<file path="src/rtl/trv_regfile_pkg.sv">
// Shared register-file types and architectural constants for the TRV-32 datapath.
package trv_regfile_pkg;

    localparam int REG_COUNT_RV32I = 32;
    localparam int REG_COUNT_RV32E = 16;

    localparam int REG_X0 = 0;
    localparam int REG_SP = 2;

    typedef logic [4:0]  reg_addr_t;
    typedef logic [31:0] xlen_t;

endpackage

</file>
<file path="src/rtl/regfile_scoreboard.sv">
// Per-register busy tracking: alloc marks a pending producer, writeback retires it.
module regfile_scoreboard #(
    parameter int REG_COUNT = 32,
    parameter int N_WR      = 1,
    parameter int AW        = 5
) (
    input  logic                      clk,
    input  logic                      rst,
    input  logic                      alloc_en,
    input  logic [AW-1:0]             alloc_addr,
    input  logic [N_WR-1:0]           wr_en,
    input  logic [N_WR-1:0][AW-1:0]   wr_addr,
    output logic [REG_COUNT-1:0]      busy_vec
);

    logic [REG_COUNT-1:0] busy_q;
    logic [REG_COUNT-1:0] wb_hit;

    always_comb begin
        wb_hit = '0;
        for (int i = 0; i < N_WR; i++) begin
            for (int r = 0; r < REG_COUNT; r++) begin
                if (wr_en[i] && int'(wr_addr[i]) == r) wb_hit[r] = 1'b1;
            end
        end
    end

    // Bit 0 is only ever written by reset, so x0 never reports busy.
    // Alloc wins over a same-cycle writeback: the new producer is still pending.
    always_ff @(posedge clk) begin
        if (rst) begin
            busy_q <= '0;
        end else begin
            for (int r = 1; r < REG_COUNT; r++) begin
                if (alloc_en && int'(alloc_addr) == r) busy_q[r] <= 1'b1;
                else if (wb_hit[r])                    busy_q[r] <= 1'b0;
            end
        end
    end

    assign busy_vec = busy_q;

endmodule

</file>
<file path="src/rtl/regfile_mp.sv">
// Multi-port integer register file with optional write-to-read bypass and busy scoreboard.
`ifndef STACK_ADDRESS
`define STACK_ADDRESS 32'h0000_8000
`endif

module regfile_mp
    import trv_regfile_pkg::*;
#(
    parameter int              XLEN      = 32,
    parameter int              REG_COUNT = REG_COUNT_RV32I,
    parameter int              N_RD      = 2,
    parameter int              N_WR      = 1,
    parameter int              BYPASS    = 1,
    parameter logic [XLEN-1:0] SP_INIT   = XLEN'(`STACK_ADDRESS),
    localparam int             AW        = $clog2(REG_COUNT)
) (
    input  logic                      clk,
    input  logic                      rst,
    input  logic [N_WR-1:0]           wr_en,
    input  logic [N_WR-1:0][AW-1:0]   wr_addr,
    input  logic [N_WR-1:0][XLEN-1:0] wr_data,
    input  logic [N_RD-1:0][AW-1:0]   rs_addr,
    output logic [N_RD-1:0][XLEN-1:0] rs_data,
    output logic [N_RD-1:0]           rs_busy,
    input  logic                      alloc_en,
    input  logic [AW-1:0]             alloc_addr,
    output logic [REG_COUNT-1:0]      busy_vec
);

    logic [XLEN-1:0] regs [REG_COUNT];

    // x0 and addresses past the end of the file behave as a constant-zero, never-busy register.
    function automatic logic addr_ok(logic [AW-1:0] a);
        return (a != AW'(REG_X0)) && (int'(a) < REG_COUNT);
    endfunction

    // Later ports overwrite earlier ones, giving the highest port index priority.
    always_ff @(posedge clk) begin
        if (rst) begin
            for (int r = 0; r < REG_COUNT; r++) begin
                regs[r] <= (r == REG_SP) ? SP_INIT : '0;
            end
        end else begin
            for (int i = 0; i < N_WR; i++) begin
                if (wr_en[i] && addr_ok(wr_addr[i])) regs[wr_addr[i]] <= wr_data[i];
            end
        end
    end

    regfile_scoreboard #(
        .REG_COUNT (REG_COUNT),
        .N_WR      (N_WR),
        .AW        (AW)
    ) u_sb (
        .clk        (clk),
        .rst        (rst),
        .alloc_en   (alloc_en),
        .alloc_addr (alloc_addr),
        .wr_en      (wr_en),
        .wr_addr    (wr_addr),
        .busy_vec   (busy_vec)
    );

    for (genvar j = 0; j < N_RD; j++) begin : g_rd
        logic            hit;
        logic [XLEN-1:0] byp;
        logic [XLEN-1:0] data;
        logic            busy;

        always_comb begin
            hit  = 1'b0;
            byp  = '0;
            data = '0;
            busy = 1'b0;
            for (int i = 0; i < N_WR; i++) begin
                if (BYPASS != 0 && wr_en[i] && wr_addr[i] == rs_addr[j]) begin
                    hit = 1'b1;
                    byp = wr_data[i];
                end
            end
            if (addr_ok(rs_addr[j])) begin
                data = hit ? byp : regs[rs_addr[j]];
                busy = busy_vec[rs_addr[j]] & ~hit;
            end
        end

        assign rs_data[j] = data;
        assign rs_busy[j] = busy;
    end

endmodule

</file>
<file path="config.mk">
export PLATFORM = sky130hd
export DESIGN_NAME = regfile_mp
export DESIGN_NICKNAME = d
export VERILOG_FILES = /design/src/rtl/trv_regfile_pkg.sv /design/src/rtl/regfile_scoreboard.sv /design/src/rtl/regfile_mp.sv
export SDC_FILE = /design/constraint.sdc
export NUM_CORES = 2
export LEC_CHECK = 0
export ABC_CLOCK_PERIOD_IN_PS = 4000
export CAP_MARGIN = 20
export CORE_ASPECT_RATIO = 1.75
export CORE_MARGIN = 8
export CORE_UTILIZATION = 30
export CTS_CLUSTER_SIZE = 12
export DETAILED_ROUTE_END_ITERATION = 7
export PLACE_DENSITY = 0.42
export SLEW_MARGIN = 25
export SYNTH_ARGS = -nofsm -noshare
export SYNTH_HDL_FRONTEND = slang
export SYNTH_SLANG_ARGS = --single-unit
</file>
<file path="constraint.sdc">
create_clock -name clk -period 4 [get_ports clk]
set_clock_uncertainty 0.05 [all_clocks]
set_input_delay 1 -clock clk [delete_from_list [all_inputs] [get_ports clk]]
set_output_delay 1 -clock clk [all_outputs]
set_load 0.05 [all_outputs]
</file>
Word level (Yosys, flattened, before mapping)

Memory sizes are Yosys's and may differ from the RTL's.
Cells that the tools add are included.

Bitwise gates (word level): 4
Reductions and logical operators: 100
Magnitude comparators: 2
Multiplexer cells: 115
Equal/unequal tests: 64

Operator list:

| kind                 | number |
|---|---|
| $mux W32             | 7 |
| $eq A5 B5 Y1 const B | 32 |
| $mux W1              | 105 |
| $eq A5 B4 Y1 const B | 16 |
| $logic_and A1 B1 Y1  | 65 |
| $reduce_bool A2 Y1   | 31 |
| $eq A5 B3 Y1 const B | 8 |
| $reduce_or A32 Y1    | 1 |
| $eq A5 B2 Y1 const B | 4 |
| $reduce_bool A5 Y1   | 3 |
| $lt A5 B6 Y1 const B | 2 |
| $bmux W1 S5          | 2 |
| $eq A5 B1 Y1 const B | 2 |
| $eq A5 B5 Y1         | 2 |
| $mux W5              | 1 |
| $and A1 B1 Y1        | 2 |
| $not A1 Y1           | 2 |

Memory bits (writable): 1,024
Bits of input ports: 56
Bits in registers: 31
Memories kept: 1

Memories:

| name | words | width | rd ports | clocked after Yosys merged registers in | wr ports | line             | RTL |
|---|---|---|---|---|---|---|---|
| regs | 32    | 32    | 2        | 0                                       | 32       | regfile_mp.sv:30 | `logic [XLEN-1:0] regs [REG_COUNT];` |

Depth between registers and ports, before layout

Depth in word-level cells: 7
Mapped depth: 10

Cells and area by module

From an unflattened synthesis, not the netlist that was laid out.

Cell total of the unflattened synthesis: 3,832
Area, all modules: 56,634.3 um^2

Modules (own cells, without submodules):

| module             | sequential area each (um^2) | area each (um^2) | times used | cells an instance |
|---|---|---|---|---|
| regfile_mp         | 30,749.5                    | 55,350.6         | 1          | 3,698 |
| regfile_scoreboard | 620.6                       | 1,283.7          | 1          | 134 |

Worst setup path before layout

OpenSTA, ideal clock, no wires.

Path type: input to output
Start point: input wr_addr[2] (netlist name)
End point: output rs_data[49] (netlist name)
Slack: -0.105 ns
Arrival: 3.055 ns
Stages on the path: 7
Cell sequence: buf_2 -> xnor2_1 -> nand2_1 -> or4_4 -> buf_2 -> buf_2 -> a21oi_1

RTL lines:

| element            | line             | RTL |
|---|---|---|
| start: declaration | regfile_mp.sv:20 | `input logic [N_WR-1:0][AW-1:0] wr_addr,` |
| end: declaration   | regfile_mp.sv:23 | `output logic [N_RD-1:0][XLEN-1:0] rs_data,` |

Worst setup path in the final report

Start point: input rs_addr[3] (netlist name)
End point: output rs_busy[0]

Cells in the longest elaborated chain, start to end: 6
Elaborated cells between the ends (all ways): 9

RTL lines:

| element                                                             | line             | RTL |
|---|---|---|
| start: declaration                                                  | regfile_mp.sv:22 | `input logic [N_RD-1:0][AW-1:0] rs_addr,` |
| parallel branches: the longest is 5 deep, another holds $bmux W1 S5 | -                |  |
| $mux W1 (*)                                                         | regfile_mp.sv:81 | `if (addr_ok(rs_addr[j])) begin` |
| end: declaration                                                    | regfile_mp.sv:24 | `output logic [N_RD-1:0] rs_busy,` |

Mark *: on every way between the ends. The select of a mux whose other input is x is not followed.

==> metrics.txt <==
post-synthesis sequential area ratio 55.17%; crit path time final 4.155 ns; number of nets with antenna violations after routing 0; minimum hold slack 0.4746 ns; met1 Resource Use GR 30.81%; Setup Viol. Count Final 47; max_cap viols 0; worst setup slack before clock tree synthesis -0.9760 ns; CTS tree built; cell chosen for the clock root sky130_fd_sc_hd__clkbuf_16; Starting Density 30.17%; Least-Margin Pin Slew 0.8480 ns; relative slew slack 43.47%; synthesized flop and latch total 1055; achievable frequency 240.7 MHz; commonest cells after routing, fill and taps aside 1024 x sky130_fd_sc_hd__edfxtp_1, 993 x sky130_fd_sc_hd__and2_1, 442 x sky130_fd_sc_hd__buf_4; Reg power frac 45.4%; path type of the worst min-delay path reg -> reg; count of filler cells inserted in the layout 17554; critical path fanouts, max 11; gr ovfl total 0; Vias 40510; first-pass GRT wire length 360400 microns; port buffer count 152; layer carrying the most global-route usage met2; final worst-path setup slack -0.1553 ns; Final Cycle Share 103.9%; worst vdd ir 0.0003287 V; Crit Path Category in -> out; maximum number of pins on one net before global-route repair 43; maximum clock path buffer count 3; count of final max-slew check failures 0; CORE AREA 188500 sq um; commonest non-fill, non-tap cell in the layout sky130_fd_sc_hd__edfxtp_1; routed wire length 269800 microns; number of nets in the final layout 4642; floorplan die area 204300 sq um; share of flip-flops with an asynchronous set or reset 0%; number of cells on the worst hold path 2; run status finished with violations; Simple-Gate Fraction of Synth Area 13.70%; largest family of logic cells by synthesized area multiplexers; RSZ-0062 raised after global routing yes; data arrival time of the critical path 3.11 ns; number of distinct standard cells referenced by the synthesized netlist 63; TritonCTS sink count 1055; floorplan die width 345.1 microns; total track usage 25.40%; type of origin of the critical path input pin; number of vias per cell 5.685; Critical Path End Type primary output; fraction of final layout cells sized beyond drive strength 1 39.43%; DRC viols 0; length in cells of the worst reg-to-reg path 2; number of buffers created by CTS 109; routed wire length per instance 37.86 microns; portion of netlist area occupied by mux cells 20.98%; xor/xnor share of the synthesized area 0.1540%; sum of net half-perimeters after detailed placement 180100 microns; number of global-route vias before repair 41598; hold violation count in the final report 0; pwr/cell area 381.9 nW/um^2; combinational share of power 19.3%; leakage power total 26.62 nW; global routing met3 resource utilization 3.345%; Post-Syn Area per Cell 14.35 sq um; first-pass iteration count of the detailed router 6; Die Span Y 591.9 microns; cell count after synthesis 3963; area delta synth->final 32.33%; Net Sw Power 7.937 mW; count of flip-flops with a built-in enable after synthesis 1024; CTS HTree Levels 3; GR Util met2 45.33%; violations in the final reports negative setup slack; cell area after synthesis 56860 sq um; required time of the critical path 2.95 ns; complex-gate fraction of the synthesized area 6.254%; switch share 27.62%; antenna violations before repair 33; Adder-Cell Fraction of Synth Area 0%; later-pin clock latency in the skew report 0.71 ns; Power Internal 20.80 mW; placer's final routability congestion estimate 0.8724; most used flip-flop cell after synthesis sky130_fd_sc_hd__edfxtp_1; total of warnings raised by yosys 0; DRC violation total after the first TritonRoute iteration 4561; Core Rows 211; clock power share 35.3%; number of placed I/O pins 154; Reg clk slew, reported paths 0.06 ns
[flip-flops by register name, summed over array words and instances (netlist names)]
signal         cells
regs            1024
u_sb.busy_vec     31
[critical path: stages]
cell	delay, ns
sky130_fd_sc_hd__buf_2	0.11
sky130_fd_sc_hd__buf_6	0.13
sky130_fd_sc_hd__or3b_4	0.46
sky130_fd_sc_hd__buf_12	0.19
sky130_fd_sc_hd__o221ai_1	0.30
sky130_fd_sc_hd__a221oi_4	0.12
sky130_fd_sc_hd__nor4_4	0.56
sky130_fd_sc_hd__buf_12	0.21
[layer usage]
layer,up-vias,wire (microns)
met5,-,12
met1,21500,102600
met4,2,12410
li1,16514,-
met2,1984,137300
met3,510,17500
[through the flow]
| stage | power (mW) | setup TNS [ns] | cells | util [%] | area (sq um) |
|---|---|---|---|---|---|
| floorplan | 15.55 | -0.5239 | 3995 | - | 56980 |
| global placement | 18.06 | -34.24 | 6762 | 35.51 | 66930 |
| detailed placement | 18.08 | -33.42 | 6762 | 35.51 | 66930 |
| CTS | 28.73 | -3.568 | 7058 | 39.18 | 73850 |
| global route | 29.43 | -4.605 | 7112 | 39.90 | 75210 |
| finish | 28.74 | -2.766 | 7126 | 39.92 | 75240 |
[layout make-up]
type,count,area (sq um),area share [%]
flip-flops and latches,1055,31370,41.69
multi-input cells,2502,25910,34.44
repair buffers,912,11470,15.25
well taps,2449,3064,4.072
clock buffers,146,3023,4.018
clock inverters,41,339.1,0.4506
diodes,15,37.54,0.04989
inverters,6,25.02,0.03326
[cells in the mapped netlist, types with 18 or more instances]
cell type	count	area share (%)
sky130_fd_sc_hd__edfxtp_1	1024	54
sky130_fd_sc_hd__and2_1	996	11
sky130_fd_sc_hd__mux4_2	432	17
sky130_fd_sc_hd__clkbuf_1	291	1.9
sky130_fd_sc_hd__mux2i_1	178	3.1
sky130_fd_sc_hd__a22oi_1	91	1.2
sky130_fd_sc_hd__a21oi_1	89	0.78
sky130_fd_sc_hd__nand2_1	88	0.58
sky130_fd_sc_hd__nor2_1	71	0.47
sky130_fd_sc_hd__o22ai_1	71	0.78
sky130_fd_sc_hd__buf_2	67	0.59
sky130_fd_sc_hd__nand3_1	45	0.40
sky130_fd_sc_hd__o21ai_0	43	0.38
sky130_fd_sc_hd__buf_4	39	0.51
sky130_fd_sc_hd__a22o_1	37	0.57
sky130_fd_sc_hd__mux2_2	37	0.73
sky130_fd_sc_hd__o221ai_1	34	0.52
sky130_fd_sc_hd__dfxtp_1	31	1.1
sky130_fd_sc_hd__nor3_1	19	0.17
sky130_fd_sc_hd__nor2b_1	18	0.20
[worst paths after layout]
check                            startpoint                             end  slack [ns]
max                              rs_addr[3]                      rs_busy[0]       -0.16
min          u_sb.busy_vec[31]$_SDFFE_PP0P_  u_sb.busy_vec[31]$_SDFFE_PP0P_        0.47
max reg2reg  u_sb.busy_vec[13]$_SDFFE_PP0P_  u_sb.busy_vec[13]$_SDFFE_PP0P_        2.83
min reg2reg  u_sb.busy_vec[31]$_SDFFE_PP0P_  u_sb.busy_vec[31]$_SDFFE_PP0P_        0.47
[power groups by stage]
stage	clock (mW)	combinational, mW	sequential (mW)
after floorplan	0	2.41	13.1
after global placement	0	4.82	13.2
after detailed placement	0	4.82	13.3
after CTS	10.3	5.36	13.0
after global routing	10.6	5.69	13.1
final	10.2	5.54	13.0
[cell families (layout without fill, tap and decap cells)]
group	after synthesis	count (layout)
muxes	647	647
xor gates and xnor gates	10	10
and+or+nand+nor	1313	1313
other	1	48
DFF	1055	1055
buffers and inverters	438	1105
AOI/OAI and AO/OA	499	499
[what timing repair did]
action	CTS	global route
endpoints found under the setup margin	66	66
gates cloned	24	7
resized for setup	476	187
buffers inserted	97	60
pin swaps	132	122
hold buffers	0	0
No activity file was read; power rests on OpenSTA's default activity.
==> RTL edit, RTL diff (same flow settings) <==
`BYPASS`: 1 -> 0.
--- a/src/rtl/regfile_mp.sv
+++ b/src/rtl/regfile_mp.sv
@@ -10,7 +10,7 @@
     parameter int              REG_COUNT = REG_COUNT_RV32I,
     parameter int              N_RD      = 2,
     parameter int              N_WR      = 1,
-    parameter int              BYPASS    = 1,
+    parameter int              BYPASS    = 0,
     parameter logic [XLEN-1:0] SP_INIT   = XLEN'(`STACK_ADDRESS),
     localparam int             AW        = $clog2(REG_COUNT)
 ) (
Function: not settled (the Yosys comparison gave no result); the edit may change what the design does.
==> RTL edit against the unedited design <==
The run still ends with setup timing left; largest power group unchanged; largest cell class unchanged; area after synthesis is 0.86% lower; design area is 2.9% lower; wire length is 3.6% lower; sequential cell count stayed put; total power is 3.2% lower; setup slack better by 97 ps; global-route usage is 0.45 points lower; maximum frequency is 2.4% higher.
==> RTL edit: results <==
[synth]
synth_cell_types = 47
yosysSeqAreaShare_pct = 55.6
synth_compound_area_share_pct = 6.00
synth_xor_area_share_pct = 0
muxShareOfSynthArea_pct = 21.4
ys_top_cells_by_area = "edfxtp_1 55%, mux4_2 16%, and2_1 11%"
ys_top_cells_by_count = "1024 x edfxtp_1, 994 x and2_1, 398 x mux4_2"

[clock_tree]
cts.clk_slew.worst_paths_ps = 60
cts_buffers = 107

[run_status]
status = "finished with violations"
violations = "setup timing"

[worst_setup_path]
crit_arrival_ps = 3010
reg2reg_from = "u_sb.busy_vec[2]"
reg2reg_to = "u_sb.busy_vec[2]"
r2r_slack_ps = 2890
path_max_fanout = 6

[routing]
avgRoutedWirePerCell_um = 37.5
routed-via-count = 38800
drtIter0Drc = 3708

[placement]
gp_congestion = 0.849
dp_hpwl_um = 170000

[global_route]
track_usage_pct = 25.0
grt_first_pass_wirelength_um = 350000
grt_max_degree = 95
antenna_found_initial = 24
grt_pass1_vias = 40100

[sta]
layout_setup_ws_ps = -58.2
slew_headroom_pct = 31.5
totalNegativeSetupSlack_ps = -201
setup_viol = 9

[pwr]
ir_worst_vdd_mv = 0.338
p_leak_nw = 25.9

[min_path]
hold_start = "u_sb.busy_vec[8]"
min_to = "u_sb.busy_vec[8]"

[finish]
finalNetCount = 4480
drive_gt1_share_pct = 36.9
## RTL edit: per-layer routing
layer / vias up / GRT usage (%) / wire, um
met2: 1538 / 45.0 / 135000
li1: 16000 / - / -
met3: 461 / 3.13 / 13600
met5: - / 0 / 103
met4: 16 / 8.83 / 10700
met1: 20800 / 30.4 / 101000
## RTL edit: how the worst max path moves through the flow
stage / start / slack, ps / to / cells past startpoint
global placement: rs_addr[3] / -890 / rs_data[31] / 11
CTS: rs_addr[0] / -90 / rs_data[21] / 9
global route: rs_addr[0] / -90 / rs_data[21] / 9
detailed placement: rs_addr[3] / -870 / rs_data[31] / 11
finish: rs_addr[0] / -60 / rs_busy[0] / 8
floorplan: rs_addr[2] / -280 / rs_data[31] / 7
## RTL edit: report_power, final
group | internal (W) | switching (W) | leakage, nW | total (W)
Clock | 0.00509 | 0.00449 | 1.51 | 0.00958
Sequential | 0.0127 | 0.000364 | 10.0 | 0.0131
Combinational | 0.00228 | 0.00288 | 14.4 | 0.00515
Total | 0.0201 | 0.00773 | 25.9 | 0.0278
## RTL edit: repair_timing
item                                    in CTS  in global routing
setup buffers                               83                 43
gates resized for setup                    281                 74
pin swaps                                   85                 58
endpoints found under the setup margin      62                 45
gates cloned                                22                  9
## RTL edit: critical path, stage by stage
cell and delay [ps]:
buf_16 170, buf_16 190, buf_6 110, mux4_2 540
mux2_4 280, a32oi_2 220, o311ai_4 240, buf_12 220
## RTL edit: cells by family after synthesis
group	count (synthesis)
AOI/OAI and AO/OA	427
buffers and inverters	425
DFF	1055
muxes	700
other	1
and+or+nand+nor	1249
## RTL edit: final cells by class
class                   count  area [sq um]
multi-input cells        2410         25300
repair buffers            847         10200
inverters                   3          11.3
fillers                 17200        114000
well taps                2438          3050
clock inverters            43           265
clock buffers             141          2850
flip-flops and latches   1055         31400
diodes                      6          15.0
## RTL edit: metrics by stage
stage | setup slack, ps | cell area [sq um] | std cells | power [W] | hold slack [ps]
global route | -91.4 | 73000 | 6938 | 0.0286 | 504
CTS | -88.2 | 72200 | 6897 | 0.0279 | 476
global placement | -895 | 66200 | 6621 | 0.0179 | 455
floorplan | -276 | 57000 | 3889 | 0.0156 | 644
detailed placement | -867 | 66200 | 6621 | 0.0179 | 470
finish | -58.2 | 73000 | 6943 | 0.0278 | 472
